`config.mk`:
```
export PLATFORM = sky130hd
export DESIGN_NAME = ps2_mouse_rx
export DESIGN_NICKNAME = d
export VERILOG_FILES = /design/src/rtl/ps2_pkg.sv /design/src/rtl/ps2_line_filter.sv /design/src/rtl/ps2_mouse_rx.sv
export SDC_FILE = /design/constraint.sdc
export NUM_CORES = 1
export LEC_CHECK = 0
export CAP_MARGIN = 20
export CORE_ASPECT_RATIO = 0.75
export CORE_UTILIZATION = 30
export CTS_BUF_LIST = sky130_fd_sc_hd__clkbuf_8
export DETAILED_ROUTE_END_ITERATION = 6
export GPL_ROUTABILITY_DRIVEN = 0
export PLACE_DENSITY = 0.55
export SYNTH_ARGS = -nofsm -noshare
export SYNTH_HDL_FRONTEND = slang
export SYNTH_SLANG_ARGS = --single-unit
export TNS_END_PERCENT = 20
```
`constraint.sdc`:
```
create_clock -name clk_sys -period 5.24 [get_ports clk_sys]
set_input_delay 0.786 -clock clk_sys [delete_from_list [all_inputs] [get_ports clk_sys]]
set_output_delay 0.786 -clock clk_sys [all_outputs]
set_load 0.01 [all_outputs]
```
`src/rtl/ps2_pkg.sv`:
```
// ps2_pkg: types and constants shared by the PS/2 mouse receiver and the
// downstream 7-segment/LED control stage.
//   frame_state_t   : frame deserialiser states
//   PS2_DATA_BITS   : data bits per PS/2 frame
//   PKT_*_LSB       : field offsets inside the 24-bit mouse packet
//   SYNC_BIT        : bit of the status byte that is always 1
package ps2_pkg;

  typedef enum logic [1:0] {
    IDLE   = 2'd0,
    DATA   = 2'd1,
    PARITY = 2'd2,
    STOP   = 2'd3
  } frame_state_t;

  localparam int unsigned PS2_DATA_BITS  = 8;
  localparam int unsigned PKT_W          = 24;
  localparam int unsigned PKT_STATUS_LSB = 0;
  localparam int unsigned PKT_X_LSB      = 8;
  localparam int unsigned PKT_Y_LSB      = 16;
  localparam int unsigned SYNC_BIT       = 3;

  // Odd parity: data bits plus parity bit must hold an odd number of ones.
  function automatic logic odd_parity_ok(input logic [PS2_DATA_BITS-1:0] d,
                                         input logic                     p);
    return ^{d, p};
  endfunction

endpackage

```
`src/rtl/ps2_line_filter.sv`:
```
// ps2_line_filter: conditions one raw PS/2 line.
//   2-flop synchroniser, then a stability filter: the filtered value follows
//   the synchronised value only after FILT_LEN consecutive differing samples.
//   Optional one-cycle falling-edge pulse of the filtered value (EDGE_EN).
// Ports:
//   clk_i, rst_ni : clock, async active-low reset (line resets to idle-high)
//   line_i        : raw asynchronous line
//   filt_o        : filtered line level
//   fall_o        : one-cycle pulse when filt_o goes 1 -> 0 (0 if !EDGE_EN)
module ps2_line_filter #(
  parameter int unsigned FILT_LEN = 8,
  parameter bit          EDGE_EN  = 1'b1
) (
  input  logic clk_i,
  input  logic rst_ni,
  input  logic line_i,
  output logic filt_o,
  output logic fall_o
);

  localparam int unsigned CNT_W = (FILT_LEN > 1) ? $clog2(FILT_LEN) : 1;

  logic [1:0]       sync_q;
  logic [CNT_W-1:0] cnt_q, cnt_d;
  logic             filt_q, filt_d;
  logic             fall_q;

  // Counter tracks how long the synchronised level has disagreed with filt_q.
  always_comb begin
    cnt_d  = '0;
    filt_d = filt_q;
    if (sync_q[1] != filt_q) begin
      if (cnt_q == CNT_W'(FILT_LEN - 1)) begin
        filt_d = sync_q[1];
      end else begin
        cnt_d = cnt_q + CNT_W'(1);
      end
    end
  end

  always_ff @(posedge clk_i or negedge rst_ni) begin
    if (!rst_ni) begin
      sync_q <= 2'b11;
      cnt_q  <= '0;
      filt_q <= 1'b1;
      fall_q <= 1'b0;
    end else begin
      sync_q <= {sync_q[0], line_i};
      cnt_q  <= cnt_d;
      filt_q <= filt_d;
      fall_q <= EDGE_EN & filt_q & ~filt_d;
    end
  end

  assign filt_o = filt_q;
  assign fall_o = fall_q;

endmodule

```
`src/rtl/ps2_mouse_rx.sv`:
```
// ps2_mouse_rx: PS/2 mouse receiver. Deserialises 11-bit PS/2 frames with
// start/parity/stop checking, assembles three accepted bytes into one packet
// and abandons partial frames/packets after TIMEOUT_CYC quiet cycles.
// Ports:
//   clk_sys, rst_n : system clock, async active-low reset
//   ps2_clk_in     : raw PS/2 clock
//   ps2_data_in    : raw PS/2 data
//   ps2pkg_vlk     : one-cycle strobe, ps2pkg_data holds a new packet
//   ps2pkg_data    : {Y, X, status}
//   frame_err      : one-cycle strobe on frame, sync-bit or timeout error
//   err_cnt        : saturating frame_err counter (only with PS2_ERR_CNT_EN)
// Optional feature macro: PS2_ERR_CNT_EN
module ps2_mouse_rx
  import ps2_pkg::*;
#(
  parameter int unsigned FILT_LEN    = 8,
  parameter int unsigned TIMEOUT_CYC = 100000
) (
  input  logic        clk_sys,
  input  logic        rst_n,
  input  logic        ps2_clk_in,
  input  logic        ps2_data_in,
  output logic        ps2pkg_vlk,
  output logic [23:0] ps2pkg_data,
  output logic        frame_err
`ifdef PS2_ERR_CNT_EN
  ,
  output logic [7:0]  err_cnt
`endif
);

  localparam int unsigned TO_W  = $clog2(TIMEOUT_CYC + 1);
  localparam int unsigned BIT_W = $clog2(PS2_DATA_BITS);

  logic fall, data_bit, clk_filt_unused, data_fall_unused;

  ps2_line_filter #(.FILT_LEN(FILT_LEN), .EDGE_EN(1'b1)) u_clk_filt (
    .clk_i (clk_sys), .rst_ni (rst_n), .line_i (ps2_clk_in),
    .filt_o(clk_filt_unused), .fall_o(fall)
  );

  ps2_line_filter #(.FILT_LEN(FILT_LEN), .EDGE_EN(1'b0)) u_data_filt (
    .clk_i (clk_sys), .rst_ni (rst_n), .line_i (ps2_data_in),
    .filt_o(data_bit), .fall_o(data_fall_unused)
  );

  frame_state_t           state_q, state_d;
  logic [BIT_W-1:0]       bit_cnt_q, bit_cnt_d;
  logic [PS2_DATA_BITS-1:0] shift_q, shift_d, byte0_q, byte0_d, byte1_q, byte1_d;
  logic                   par_q, par_d;
  logic [1:0]             idx_q, idx_d;
  logic [TO_W-1:0]        to_cnt_q, to_cnt_d;
  logic                   vlk_q, vlk_d, err_q, err_d;
  logic [PKT_W-1:0]       pkt_q, pkt_d;
  logic                   timeout_hit;

  // Timeout fires once, on the cycle the counter reaches TIMEOUT_CYC while busy.
  assign timeout_hit = !fall && (to_cnt_q == TO_W'(TIMEOUT_CYC - 1)) &&
                       ((state_q != IDLE) || (idx_q != 2'd0));

  // Frame FSM state register.
  always_ff @(posedge clk_sys or negedge rst_n) begin
    if (!rst_n) state_q <= IDLE;
    else        state_q <= state_d;
  end

  // Frame FSM next state: advances only on the filtered clock falling edge.
  always_comb begin
    state_d = state_q;
    if (fall) begin
      case (state_q)
        IDLE:    if (!data_bit) state_d = DATA;
        DATA:    if (bit_cnt_q == BIT_W'(PS2_DATA_BITS - 1)) state_d = PARITY;
        PARITY:  state_d = STOP;
        STOP:    state_d = IDLE;
        default: state_d = IDLE;
      endcase
    end else if (timeout_hit) begin
      state_d = IDLE;
    end
  end

  // Datapath and output next values: shifter, byte index, packet, strobes.
  always_comb begin
    bit_cnt_d = bit_cnt_q;
    shift_d   = shift_q;
    par_d     = par_q;
    idx_d     = idx_q;
    byte0_d   = byte0_q;
    byte1_d   = byte1_q;
    pkt_d     = pkt_q;
    vlk_d     = 1'b0;
    err_d     = 1'b0;
    if (fall) begin
      to_cnt_d = '0;
    end else if (to_cnt_q == TO_W'(TIMEOUT_CYC)) begin
      to_cnt_d = to_cnt_q;
    end else begin
      to_cnt_d = to_cnt_q + TO_W'(1);
    end

    if (fall) begin
      case (state_q)
        IDLE: bit_cnt_d = '0;
        DATA: begin
          shift_d   = {data_bit, shift_q[PS2_DATA_BITS-1:1]};
          bit_cnt_d = bit_cnt_q + BIT_W'(1);
        end
        PARITY: par_d = data_bit;
        STOP: begin
          if (data_bit && odd_parity_ok(shift_q, par_q)) begin
            case (idx_q)
              2'd0: begin
                // A first byte without the sync bit is dropped to resync.
                if (shift_q[SYNC_BIT]) begin
                  byte0_d = shift_q;
                  idx_d   = 2'd1;
                end else begin
                  err_d = 1'b1;
                end
              end
              2'd1: begin
                byte1_d = shift_q;
                idx_d   = 2'd2;
              end
              default: begin
                pkt_d[PKT_STATUS_LSB +: PS2_DATA_BITS] = byte0_q;
                pkt_d[PKT_X_LSB      +: PS2_DATA_BITS] = byte1_q;
                pkt_d[PKT_Y_LSB      +: PS2_DATA_BITS] = shift_q;
                vlk_d = 1'b1;
                idx_d = 2'd0;
              end
            endcase
          end else begin
            err_d = 1'b1;
            idx_d = 2'd0;
          end
        end
        default: ;
      endcase
    end else if (timeout_hit) begin
      idx_d = 2'd0;
      err_d = 1'b1;
    end
  end

  always_ff @(posedge clk_sys or negedge rst_n) begin
    if (!rst_n) begin
      bit_cnt_q <= '0;
      shift_q   <= '0;
      par_q     <= 1'b0;
      idx_q     <= 2'd0;
      byte0_q   <= '0;
      byte1_q   <= '0;
      to_cnt_q  <= '0;
      pkt_q     <= '0;
      vlk_q     <= 1'b0;
      err_q     <= 1'b0;
    end else begin
      bit_cnt_q <= bit_cnt_d;
      shift_q   <= shift_d;
      par_q     <= par_d;
      idx_q     <= idx_d;
      byte0_q   <= byte0_d;
      byte1_q   <= byte1_d;
      to_cnt_q  <= to_cnt_d;
      pkt_q     <= pkt_d;
      vlk_q     <= vlk_d;
      err_q     <= err_d;
    end
  end

  assign ps2pkg_vlk  = vlk_q;
  assign ps2pkg_data = pkt_q;
  assign frame_err   = err_q;

`ifdef PS2_ERR_CNT_EN
  logic [7:0] err_cnt_q;

  // Saturating count of frame_err pulses.
  always_ff @(posedge clk_sys or negedge rst_n) begin
    if (!rst_n) begin
      err_cnt_q <= 8'h00;
    end else if (err_q && (err_cnt_q != 8'hFF)) begin
      err_cnt_q <= err_cnt_q + 8'h01;
    end
  end

  assign err_cnt = err_cnt_q;
`endif

endmodule

```
# Word-level counts from Yosys, hierarchy flattened
# Cells that the tools add are included.
dict set report classes {
  addsub 4
  n_reduce_logical 22
  n_eq_ne 16
  muxes 29
  n_bitwise 3
}
# cell n
set ops {}
lappend ops {{17-bit == test (second input constant)} 2}
lappend ops {{17-bit 2-to-1 mux} 2}
lappend ops {{17-bit by 1-bit adder with 17-bit output (second input constant)} 1}
lappend ops {{2-bit 2-to-1 mux} 8}
lappend ops {{1-bit 2-to-1 mux} 12}
lappend ops {{3-bit 2-to-1 mux} 4}
lappend ops {{3-bit by 1-bit adder with 3-bit output (second input constant)} 3}
lappend ops {{3-bit == test (second input constant)} 3}
lappend ops {{9-bit XOR reduction} 1}
lappend ops {{2-bit one-hot mux with 4 select lines} 1}
lappend ops {{2-bit AND reduction} 4}
lappend ops {{4-bit AND reduction} 2}
lappend ops {{2-bit nonzero test} 4}
lappend ops {{3-bit inequality test (second input constant)} 2}
lappend ops {{3-bit one-hot mux with 2 select lines} 1}
lappend ops {{3-bit AND reduction} 2}
lappend ops {{5-bit AND reduction} 1}
lappend ops {{2-bit by 1-bit == test with 1-bit output (second input constant)} 2}
lappend ops {{2-bit == test (second input constant)} 2}
lappend ops {{2-bit logical NOT} 2}
lappend ops {{4-bit inequality test (second input constant)} 1}
lappend ops {{2-bit one-hot mux with 2 select lines} 1}
lappend ops {{1-bit logical AND} 3}
lappend ops {{1-bit inequality test} 2}
lappend ops {{other kinds (7)} 8}
dict set report word_totals {
  output_inout_bits 26
  inputBits 4
  ff_bits 88
}

# Depth between registers and ports, before layout
dict set report depth {
  ltp_word 6
  depth_mapped 6
}

# Modules after synthesis
# Synthesis repeated with hierarchy kept, for this count alone.
dict set report hier_totals {
  hier_cells 293
  hier_area_um2 3957.5
}
# module area_each_um2 cells_each n_inst seq_area_each_um2
set by_module_without_submodules {}
lappend by_module_without_submodules {ps2_mouse_rx 3463.3 263 1 1876.8}
lappend by_module_without_submodules {{ps2_line_filter (u_clk_filt)} 259.0 15 1 178.9}
lappend by_module_without_submodules {{ps2_line_filter (u_data_filt)} 235.2 15 1 153.9}

# Worst setup path before layout
# Ideal clock, no wire load.
dict set report synth_timing {
  path_kind {register to register}
  startpoint {reg shift_q[1]}
  endpoint {reg pkt_q[10], in the netlist ps2pkg_data[10]}
  path_stages_with_launch 6
  slack_ns 3.140
  path_buffers 1
  arrival_ns 1.975
  cell_sequence {dfrtp_1 -> xor2_1 -> xnor3_2 -> mux2i_4 -> buf_12 -> mux2_4}
}
dict set report synth_via {
  elab_chain_cells 3
}
# element line_no
set synth_lines {}
lappend synth_lines {{from (decl)} ps2_mouse_rx.sv:49} ;# logic [PS2_DATA_BITS-1:0] shift_q, shift_d, byte0_q, byte0_d, byte1_q, byte1_d;
lappend synth_lines {{from (signal assigned)} ps2_mouse_rx.sv:161} ;# shift_q <= shift_d;
lappend synth_lines {{9-bit XOR reduction} ps2_pkg.sv:26} ;# return ^{d, p};
lappend synth_lines {{1-bit logical AND} ps2_mouse_rx.sv:111} ;# if (data_bit && odd_parity_ok(shift_q, par_q)) begin
lappend synth_lines {{4-bit AND reduction (no line)} --}
lappend synth_lines {{to (signal assigned)} ps2_mouse_rx.sv:167} ;# pkt_q <= pkt_d;
lappend synth_lines {{to (decl)} ps2_mouse_rx.sv:54} ;# logic [PKT_W-1:0] pkt_q, pkt_d;
# Every way passes these cells.
# A chain may end at the register's enable or synchronous reset.

# Worst setup path after layout
dict set report layout_timing {
  startpoint {reg shift_q[4]}
  endpoint {reg pkt_q[0], in the netlist ps2pkg_data[0]}
}
# The elaborated chain is that of the path after synthesis.

==> impl.org <==
** Yosys
- Counting flops and latches in the post-synthesis netlist gives 88.
- Share of synthesized cell area in full adder, half adder and majority cells :: ~4%
- By area, the combinational part of the netlist is dominated by multiplexers.
- In this run, synthesis inferred 0 flip-flops with an integrated enable.
- The netlist uses between 40 and 50 different library cells.
- Compound-cell area share of the yosys netlist :: 4.25%
- Fraction of synthesized cell area in xor and xnor cells :: 5.29%
- Number of cells produced by synthesis :: 290
- The synthesized netlist occupies a cell area of 0.00397 mm².
- The share of the Yosys chip area taken by registers is roughly 56%.
- The portion of synthesized area spent on multiplexers is between 10% and 20%.
- Yosys printed 0 warnings.
- The most used flip-flop cell after synthesis is sky130_fd_sc_hd__dfrtp_1.
- Synthesized-area fraction occupied by and/or/nand/nor cells :: 10.2%
- Net Count, Synth :: 307
- Share of synthesized registers carrying an async set or reset :: 100%
- Dividing the synthesized area by the synthesized cell count gives approximately 14 µm².

** Final layout
- Leaving out fill and tap cells, the most frequent cell in the layout is sky130_fd_sc_hd__dfrtp_1.
- Of the cells placed in the final design, the portion with a size suffix greater than 1 is about a quarter.
- Summing all multi-input logic gate instances after layout gives 0.00167 mm².
- Filler cells :: 1195
- The number of antenna diodes in the final layout is 0.
- Leaving out fill and tap cells, the most frequent cells in the layout are sky130_fd_sc_hd__dfrtp_1, sky130_fd_sc_hd__mux2_2, sky130_fd_sc_hd__clkdlybuf4s50_1, sky130_fd_sc_hd__mux2_4, sky130_fd_sc_hd__nor2_1.
- Relative to the synthesized area, the layout overhead comes to 16.9%.
- Register area :: 0.00221 mm²
- After the last flow step, the layout net total stands at 340.

** STA
- Across all setup checks in the final design, the least slack found is 2910 ps.
- Setup repair after global routing left no endpoint under its margin.
- For the pin with the worst max-slew slack, the measured transition is about 930 ps.
- Fraction of the cycle the final worst path needs :: 44.4%
- The number of hold violations in the final report is 0.
- Headroom to the max-slew limit came out at 38.1%.
- Final setup vio count :: 0
- Adding up every negative setup slack in the final design gives 0 ps.
- Achievable clock frequency :: 430 MHz
- On the final layout, the worst clock skew is 17.2 ps.
- Number of max-slew violations in the final report :: 0
- Minimum period implied by the final worst setup slack :: 2330 ps

** Global routing
- The layer flagged by global routing as most heavily used is met1.
- Met1 routing resource usage after global routing :: between 15 and 20%
- Global routing used 4.05% of the available met3 tracks.
- Number of global-route vias before repair :: 2275
- Global routing met2 resource utilization :: 15.3%
- The number of antenna violations at the first check in global routing was 0.
- GR Util All Layers :: between 10% and 20%
- Wire length of the first global-routing pass :: ~12000 µm
- GRT Residual Overflow :: 0
- Entering global routing, the biggest net connects 52 pins.

** CTS
- After clock tree synthesis, the clock-pin slew on the worst setup and hold paths is 90 ps.
- TritonCTS created 9 clock buffers.
- Clock Sink Count :: 88
- The tree is rooted in a sky130_fd_sc_hd__clkbuf_8.
- The clock tree synthesis step divided the H-tree into 3 levels.
- Gates resized during post-CTS repair numbered 0.
- Buffers inserted to repair hold after CTS numbered 0.
- Postcts setup bufs :: 0
- At the later pin of the worst-skew pair, clock insertion delay measures 370 ps.
- Counting along the longest clock path gives a buffer depth of 2.
- TritonCTS built the clock tree.

** Floorplan
- In this run the vertical extent of the chip is 102 µm.
- Die X-Extent :: 135 µm
- After floorplanning, the core was sized to cover 0.0126 mm².
- Die Outline Area :: 0.0137 mm²
- Site row count :: 35
- Starting density of the core :: 31.6%
- During I/O placement, the number of pins put on the boundary was 30.

** Placed design
- During placement, the flow inserted port buffers numbering 29.
- Once detailed placement completed, the half-perimeter wirelength came to 4690 µm.
- Worst slack at placement :: 2900 ps

** Drt
- Overall via count from detail_route :: 2318
- Detailed-route wire length :: 6980 µm
- Number of violations reported at the end of detailed-routing iteration 0 :: between 100 and 150
- Vias per cell :: approximately 4.7
- For this run, design rule violations remaining after detail routing come to 0.
- For this run, the detailed router's first-pass iteration total came to 4.
- Post-route antenna net violation count :: 0
- Routed WL per cell :: 14.1 µm

** Hold path
- HP Class :: reg -> reg

** Worst setup path
- R2R Path Start :: shift_q[4]$_DFFE_PN0P_
- Among all stages on the critical path, the largest delay is contributed by sky130_fd_sc_hd__xnor3_2.
- In this run the critical register-to-register path is captured at ps2pkg_data[0]$_DFFE_PN0P_.
- Sum of buffers and inverters on the critical path :: 1
- Top cell family by delay on the critical path :: XOR/XNOR gates
- Required arrival time at the worst endpoint :: 5490 ps
- Element type at the critical path end :: flip-flop
- Chain of cells forming the critical path :: xor2_1 > xnor3_2 > mux2i_4 > buf_4 > mux2_2
- The worst setup path is launched from a flip-flop.
- Critical path's largest stage delay :: 540 ps
- The critical path in this run is classified as reg -> reg.
- Reg2reg setup slack :: 2910 ps
- The critical path crosses 5 cells after its start point.
- Last element of the critical path :: ps2pkg_data[0]$_DFFE_PN0P_
- The most critical setup path has its startpoint at shift_q[4]$_DFFE_PN0P_.
- Data on the critical path arrives at its endpoint at 2580 ps.
- Along the worst path, the maximum fanout reaches 25.
- The number of cells on the worst reg-to-reg path is 5.

** Pwr
- Static power due to leakage :: 0.00221 µW
- Power density cells :: 304 mW/mm²
- Total power for the finished layout comes to 1410 µW.
- VDD sags by at most 155 µV.

** Run status
- The flow ran to the end, and the final reports show no timing, DRC or antenna violations.

** Job
- Across the run, the number of max-cap violations was 0.
==> where the power goes <==
group	switching, µW	internal (µW)	total (µW)
Clock	255	273	528
Sequential	46.5	727	774
Combinational	59.0	51.7	111
Total	360	1050	1410
==> metal layers <==
layer	routed length [µm]	share of wire [%]	vias up
li1	-	-	1106
met1	3830	55	1166
met2	2800	40	36
met3	269	3.9	10
met4	94	1.3	0
met5	0	0	-
==> logic make-up (layout without fill, tap and decap cells) <==
group,count (synthesis),count (layout)
simple gates,74,74
mux,55,55
fa+ha+maj,13,13
xor+xnor,19,19
flops,88,88
compound gates,26,26
buf+inv,15,53
==> cell type report <==
| type | instances | share of cell area, % |
|---|---|---|
| sequential | 88 | 47.6 |
| inverter | 6 | 0.485 |
| tap | 166 | 4.48 |
| clock buffer | 9 | 2.67 |
| clock inverter | 7 | 2.21 |
| timing repair buffer | 31 | 6.52 |
| multi-input combinational | 187 | 36.0 |
==> state kept, by name (all words and copies together) (netlist names) <==
name                cells
bit_cnt_q               3
frame_err               1
shift_q                 8
to_cnt_q               17
u_data_filt.sync_q      2
par_q                   1
u_clk_filt.sync_q       2
u_data_filt.cnt_q       3
u_clk_filt.cnt_q        3
byte1_q                 8
ps2pkg_vlk              1
u_clk_filt.filt_o       1
byte0_q                 8
ps2pkg_data            24
state_q                 2
u_data_filt.filt_o      1
u_clk_filt.fall_o       1
idx_q                   2
==> worst min-delay path by stage <==
stage | start | end | slack [ps] | cells past startpoint
global placement | u_clk_filt.sync_q[0]$_DFF_PN1_ | u_clk_filt.sync_q[1]$_DFF_PN1_ | 350 | 0
CTS | u_data_filt.sync_q[0]$_DFF_PN1_ | u_data_filt.sync_q[1]$_DFF_PN1_ | 370 | 0
global route | u_data_filt.sync_q[0]$_DFF_PN1_ | u_data_filt.sync_q[1]$_DFF_PN1_ | 370 | 0
floorplan | u_clk_filt.sync_q[0]$_DFF_PN1_ | u_clk_filt.sync_q[1]$_DFF_PN1_ | 350 | 0
detailed placement | u_data_filt.sync_q[0]$_DFF_PN1_ | u_data_filt.sync_q[1]$_DFF_PN1_ | 350 | 0
finish | u_clk_filt.sync_q[0]$_DFF_PN1_ | u_clk_filt.sync_q[1]$_DFF_PN1_ | 360 | 0
==> cells in the mapped netlist, types with 3 or more instances <==
master,instances,area share (%)
sky130_fd_sc_hd__nand2_1,8,0.76
sky130_fd_sc_hd__nand4_1,11,1.7
sky130_fd_sc_hd__o21ai_0,7,0.88
sky130_fd_sc_hd__nor2b_1,4,0.63
sky130_fd_sc_hd__dfrtp_1,82,52
sky130_fd_sc_hd__xnor2_1,5,1.1
sky130_fd_sc_hd__and2_1,3,0.47
sky130_fd_sc_hd__ha_1,13,4.1
sky130_fd_sc_hd__mux2_2,32,9.1
sky130_fd_sc_hd__xor2_1,11,2.4
sky130_fd_sc_hd__a21oi_1,8,1.0
sky130_fd_sc_hd__mux2i_4,3,1.7
sky130_fd_sc_hd__nor3_1,7,0.88
sky130_fd_sc_hd__inv_1,6,0.57
sky130_fd_sc_hd__nor2_1,16,1.5
sky130_fd_sc_hd__clkbuf_1,6,0.57
sky130_fd_sc_hd__mux2_4,19,7.2
sky130_fd_sc_hd__and3_1,3,0.47
sky130_fd_sc_hd__nand3_1,8,1.0
sky130_fd_sc_hd__dfstp_2,6,4.0
==> stage by stage <==
step | area, µm² | instances | hold WS, ps | util [%]
6_report | 4640 | 494 | 362 | 36.9
5_1_grt | 4640 | 494 | 366 | 36.9
4_1_cts | 4640 | 494 | 365 | 36.9
3_5_place_dp | 4410 | 478 | 348 | 35.1
3_3_place_gp | 4410 | 478 | 348 | 35.1
2_1_floorplan | 3970 | 290 | 345 | -
(Power assumes the default switching activity.)
